[config.mk]
export PLATFORM = sky130hd
export DESIGN_NAME = stream_demux_flat
export DESIGN_NICKNAME = d
export VERILOG_FILES = /design/src/rtl/stream_demux_if.sv /design/src/rtl/stream_demux.sv /design/src/flat_wrapper.sv
export SDC_FILE = /design/constraint.sdc
export NUM_CORES = 1
export LEC_CHECK = 0
export CAP_MARGIN = 20
export CORE_ASPECT_RATIO = 1.2
export CORE_MARGIN = 5
export CORE_UTILIZATION = 40
export DETAILED_ROUTE_END_ITERATION = 16
export GPL_ROUTABILITY_DRIVEN = 0
export HOLD_SLACK_MARGIN = 0.12
export PLACE_DENSITY_LB_ADDON = 0.05
export REMOVE_ABC_BUFFERS = 1
export SYNTH_ARGS = -nofsm -noshare
export SYNTH_HDL_FRONTEND = slang
export SYNTH_SLANG_ARGS = --single-unit
[constraint.sdc]
create_clock -name clk -period 1.7 [get_ports clk]
set_clock_uncertainty 0.2 [all_clocks]
set_input_delay 0.425 -clock clk [delete_from_list [all_inputs] [get_ports clk]]
set_output_delay 0.425 -clock clk [all_outputs]
set_load 0.01 [all_outputs]
[src/rtl/stream_demux_if.sv]
`default_nettype none
// ============================================================================
// Module   : stream_demux_if
// Purpose  : Producer/consumer bundle for the 1-to-NCH stream demultiplexer.
// Revision : 1.0
// ============================================================================
interface stream_demux_if #(
    parameter int WIDTH = 8,
    parameter int NCH   = 4
);
    localparam int SELW = $clog2(NCH);

    logic [WIDTH-1:0]     in_data;
    logic [SELW-1:0]      in_sel;
    logic                 in_bcast;
    logic                 in_valid;
    logic                 in_ready;
    logic [NCH*WIDTH-1:0] out_data;
    logic [NCH-1:0]       out_valid;
    logic [NCH-1:0]       out_ready;
    logic [7:0]           err_cnt;

    modport master (
        output in_data, in_sel, in_bcast, in_valid, out_ready,
        input  in_ready, out_data, out_valid, err_cnt
    );

    modport slave (
        input  in_data, in_sel, in_bcast, in_valid, out_ready,
        output in_ready, out_data, out_valid, err_cnt
    );
endinterface
`default_nettype wire

[src/rtl/stream_demux.sv]
`default_nettype none
// ============================================================================
// Module   : stream_demux
// Purpose  : Registered 1-to-NCH stream demux with broadcast and drop count.
// Revision : 1.0
// ============================================================================
module stream_demux #(
    parameter int WIDTH = 8,
    parameter int NCH   = 4
) (
    input  logic           clk,
    input  logic           rst,
    stream_demux_if.slave  bus
);
    localparam int SELW = $clog2(NCH);

    logic [NCH-1:0]       w_free;
    logic [NCH-1:0]       w_sel_oh;
    logic [NCH-1:0]       w_load;
    logic                 w_sel_legal;
    logic                 w_in_ready;
    logic                 w_accept;
    logic                 w_drop;

    logic [NCH-1:0]       r_valid;
    logic [NCH*WIDTH-1:0] r_data;
    logic [7:0]           r_err_cnt;

    // One-hot decode; an out-of-range select decodes to all zeros.
    always_comb begin
        w_sel_oh = '0;
        for (int i = 0; i < NCH; i++) begin
            w_sel_oh[i] = (bus.in_sel == SELW'(i));
        end
    end

    assign w_free      = ~r_valid | bus.out_ready;
    assign w_sel_legal = |w_sel_oh;
    assign w_in_ready  = bus.in_bcast  ? (&w_free)
                       : w_sel_legal   ? (|(w_sel_oh & w_free))
                       :                 1'b1;
    assign w_accept    = bus.in_valid & w_in_ready;
    assign w_load      = w_accept ? (bus.in_bcast ? {NCH{1'b1}} : w_sel_oh) : '0;
    assign w_drop      = w_accept & ~bus.in_bcast & ~w_sel_legal;

    // A load wins over a drain so a slot can be refilled while it empties.
    always_ff @(posedge clk or posedge rst) begin
        if (rst) begin
            r_valid <= '0;
            r_data  <= '0;
        end else begin
            for (int i = 0; i < NCH; i++) begin
                if (w_load[i]) begin
                    r_valid[i]                <= 1'b1;
                    r_data[i*WIDTH +: WIDTH]  <= bus.in_data;
                end else if (bus.out_ready[i]) begin
                    r_valid[i]                <= 1'b0;
                end
            end
        end
    end

    always_ff @(posedge clk or posedge rst) begin
        if (rst) begin
            r_err_cnt <= 8'd0;
        end else if (w_drop && (r_err_cnt != 8'hFF)) begin
            r_err_cnt <= r_err_cnt + 8'd1;
        end
    end

    assign bus.in_ready  = w_in_ready;
    assign bus.out_valid = r_valid;
    assign bus.out_data  = r_data;
    assign bus.err_cnt   = r_err_cnt;

endmodule
`default_nettype wire

[src/flat_wrapper.sv]
// flat-port wrapper written by rule: the top's interface ports become plain ports
module stream_demux_flat 
#(
    parameter int WIDTH = 8,
    parameter int NCH   = 4
)
  (clk, rst, bus_in_data, bus_in_sel, bus_in_bcast, bus_in_valid, bus_out_ready, bus_in_ready, bus_out_data, bus_out_valid, bus_err_cnt);
  stream_demux_if #(.WIDTH(WIDTH), .NCH(NCH)) bus_i ();
  input  logic clk;
  input  logic rst;
  input wire logic [$bits(bus_i.in_data)-1:0] bus_in_data;
  input wire logic [$bits(bus_i.in_sel)-1:0] bus_in_sel;
  input wire logic [$bits(bus_i.in_bcast)-1:0] bus_in_bcast;
  input wire logic [$bits(bus_i.in_valid)-1:0] bus_in_valid;
  input wire logic [$bits(bus_i.out_ready)-1:0] bus_out_ready;
  output wire logic [$bits(bus_i.in_ready)-1:0] bus_in_ready;
  output wire logic [$bits(bus_i.out_data)-1:0] bus_out_data;
  output wire logic [$bits(bus_i.out_valid)-1:0] bus_out_valid;
  output wire logic [$bits(bus_i.err_cnt)-1:0] bus_err_cnt;
  assign bus_i.in_data = bus_in_data;
  assign bus_i.in_sel = bus_in_sel;
  assign bus_i.in_bcast = bus_in_bcast;
  assign bus_i.in_valid = bus_in_valid;
  assign bus_i.out_ready = bus_out_ready;
  assign bus_in_ready = bus_i.in_ready;
  assign bus_out_data = bus_i.out_data;
  assign bus_out_valid = bus_i.out_valid;
  assign bus_err_cnt = bus_i.err_cnt;
  stream_demux #(.WIDTH(WIDTH), .NCH(NCH)) u_core (.clk(clk), .rst(rst), .bus(bus_i));
endmodule
==> results.md <==
- The run finished, with violations left.
- The final reports fail on setup timing.
- No sink is reached through more buffers than the 2 on the longest clock path.
- In this run the power density over the cells is 1190 nW/um^2.
- The via count of the first global-routing pass is 1455.
- The clock tree from TritonCTS is built.
- 63 I/O pins were placed.
- The most used standard cell by instance count after synthesis is dfrtp_1.
- The met3 demand-to-capacity share in global routing is 6.78%.
- For this run, asynchronously set or reset flops after synthesis account for 100%.
- After routing the design area is 2900 um^2.
- The endpoint arrival time on the critical path is 1.41 ns.
- In this design, the stage delay of the slowest critical-path cell is 0.26 ns.
- The type of the worst min-delay path is register to register.
- Among all flip-flop cells after synthesis, the most frequent one is dfrtp_1.
- In the final layout, the share of cells above drive strength 1 is between 40% and 50%.
- The antenna cell count is 0.
- The clock sink count is 44.
- The number of cells in the finished layout apart from fillers is 261.
- The synthesized netlist cell count is 115.
- The reported leakage power is 1.43 nW.
- The sequential cells in the finished layout cover a total of between 1000 and 1500 um^2.
- During placement, the flow inserted port buffers numbering 62.
- The worst pin sits at a relative slew slack of 77.3%.
- The number of max-slew violations in the final report is 0.
- The die covers 5840 um^2.
- By count the netlist is led by 44 x dfrtp_1, 33 x mux2_2, 8 x clkbuf_1.
- Of all cell types, the one taking the most synthesized area is dfrtp_1.
- The endpoint required time on the critical path is 1.07 ns.
- The number of inserted filler cells in the final layout is 330.
- By area the synthesized netlist is led by dfrtp_1 62%, mux2_2 21%, clkbuf_1 1.7%.
- Clock-pin slew was measured on the worst setup and hold paths at 0.07 ns.
- The half-perimeter wire length after placement is about 3.0 mm.
- Hold repair after CTS inserted 0 buffers.
- For this run, the post-layout net count is around 220.
- The core area is 4260 um^2.
- Counting the buffers created by CTS gives 5.
- The count of endpoints failing setup in the final report is 33.
- The post-detailed-routing wire length is 4.52 mm.
- The initial utilization of the core area, before any placement, comes to 41.4%.
- The critical path goes through dlygate4sd2_1, or2b_4, a41oi_2, o22ai_1, buf_2.
- The maximum level of the CTS H-tree is 2.
- The count of flip-flops with a built-in enable after synthesis is 0.
- The area taken by multi-input logic gates is 766 um^2.
- The number of distinct standard cells referenced by the synthesized netlist is 26.
- Across the run, the number of max-cap violations was 0.
- Setup repair after global routing could not meet its margin everywhere.
- The highest-utilization routing layer at the global route stage is met2.
- The site row count is 26.
- The iteration-0 DRC count of the detailed router is 43.
- The met2 usage in global routing is 27.2%.
- The total cell area at the placement stage is 2610 um^2.
- The share of synthesized area in the top cell type comes to 62.4%.
- The slew at the pin closest to its max-slew limit is 0.341 ns.
- Clock tree synthesis selected as its root buffer the cell clkbuf_8.
- The minimum clock period is slightly above 2 ns.
- The remaining design rule violation count is 0.
- The aggregate global routing overflow is 0.
- The latest clock arrival within the worst-skew pair is 0.28 ns.
- The synthesized flop and latch total is 44.
- Detailed routing inserted a total of 1260 vias.
- The number of hold violations in the final report is 0.
- The cell area that synthesis handed to floorplanning was 1760 um^2.
- The first global-routing pass estimated 7.29 mm of wire.
- The worst setup path is launched from an input port.
- The maximum clock rate is 492 MHz.
- The final worst setup slack is -0.332 ns.
- The detail route stage leaves a number of antenna-violating nets equal to 0.
- Across every metal layer, demand over resource in global routing totals 16.5%.
- The signed area change from the synthesized netlist to the final layout is 64.3%.
- The worst setup path is captured at an output pin.
- The count of synthesis-stage warnings from yosys is 0.
- The maximum resistive drop on vdd is 0.000691 V.
- The sequential fraction of the synthesis area is 62.4%.
- The number of placed instances with taps included is 244.
- The vertical die dimension is 82.8 um.
- In the final routed layout, each cell accounts on average for 17.3 um.
- The initial antenna violation count is 0.
- The critical path class is input port to output pin.
- The portion of the clock cycle consumed by the worst path in the final layout is 120%.
- For this run, the detailed router's first-pass iteration total came to 4.
- The largest fanout on the critical path is 2.
- The via count normalized by instance count is 4.83.
- The global routing usage on met1 is 19.6%.
- The synthesized area per cell is 15.3 um^2.
- The horizontal extent of the die is 70.6 um.
- Entering global routing, the biggest net connects 27 pins.
- The cell at the slowest stage of the critical path is dlygate4sd2_1.
timing repair:
action                     CTS  global route
hold endpoints to repair     0             0
buffers inserted             9             5
cloned                       1             0
pin swaps                    7             6
gates resized for setup    102             8
setup endpoints to repair   79            35
worst max-delay path: cells and delay by family:
family                 cells  cell delay (ns)
AO/OA/AOI/OAI              2             0.31
AND/OR/NAND/NOR            1             0.26
buffers and inverters      2             0.41
layout by cell type (no fill, tap or decap), types with 2 or more instances in the layout:
cell type        netlist  final
mux2_2                33      8
buf_12                 0      3
o21ai_4                1      2
nand2_1                2      2
dlygate4sd2_1          0     48
nand2b_1               4      2
buf_6                  0     10
nand2b_4               1      3
nor2_1                 2      2
clkdlybuf4s15_1        0      2
buf_4                  1     19
clkbuf_8               0      5
clkdlybuf4s50_1        0      9
mux2_4                 0     25
dfrtp_1               44     44
final timing paths:
| path | from | to | slack (ns) | cells after the start |
|---|---|---|---|---|
| worst max-delay path | bus_out_ready[2] | bus_in_ready | -0.33 | 5 |
| worst min-delay path | u_core.bus.err_cnt[6]$_DFFE_PP0P_ | u_core.bus.err_cnt[6]$_DFFE_PP0P_ | 0.17 | 0 |
| worst max register to register | u_core.bus.out_valid[2]$_DFFE_PP0P_ | u_core.bus.out_data[20]$_DFFE_PP0P_ | -0.27 | 6 |
| worst min register to register | u_core.bus.err_cnt[6]$_DFFE_PP0P_ | u_core.bus.err_cnt[6]$_DFFE_PP0P_ | 0.17 | 0 |
| max in group asynchronous | rst | u_core.bus.out_data[24]$_DFFE_PP0P_ | 0.76 | 3 |
| min in group asynchronous | rst | u_core.bus.out_data[31]$_DFFE_PP0P_ | 0.26 | 3 |
stage by stage:
step / utilization (%) / setup WS (ns) / hold WS, ns / TNS [ns] / power [mW]
finish: 68.0 / -0.332 / 0.174 / -5.92 / 3.44
detailed placement: 61.1 / -0.946 / 0.167 / -24.87 / 2.72
CTS: 68.2 / -0.291 / 0.180 / -6.49 / 3.48
global placement: 61.1 / -0.943 / 0.164 / -24.39 / 2.68
global route: 68.0 / -0.385 / 0.200 / -7.69 / 3.62
floorplan: - / -0.0988 / 0.216 / -2.52 / 1.94
where the power goes:
part           leakage, nW  total (mW)  internal, mW  switching [mW]
clock network       0.0501       0.733         0.421           0.312
registers            0.538        1.45          1.31           0.141
logic                0.838        1.25         0.754           0.497
flip-flops by register name, summed over array words and instances, names as in the netlist:
| signal | flops |
|---|---|
| u_core.bus.err_cnt | 8 |
| u_core.bus.out_valid | 4 |
| u_core.bus.out_data | 32 |
cell families (layout without fill, tap and decap cells):
family,after synthesis,count (layout),synth area share (%)
flops,44,44,62.4
mux,33,33,21.1
buf+inv,11,101,2.55
simple gates,19,19,8.72
compound gates,8,8,5.25
layout make-up:
type,count,area share [%]
multi-input cells,60,26.4
clock inverters,1,1.04
well taps,56,2.42
flip-flops and latches,44,38.0
repair buffers,93,29.5
inverters,2,0.259
clock buffers,5,2.37
metal layers:
metal	vias to the layer above	part of all wire [%]	wire, um
li1	576	-	-
met3	7	7.5	337
met5	-	0	0
met2	58	50	2240
met4	0	1.4	63
met1	619	41	1870
Power figures use the tool's default switching activity.
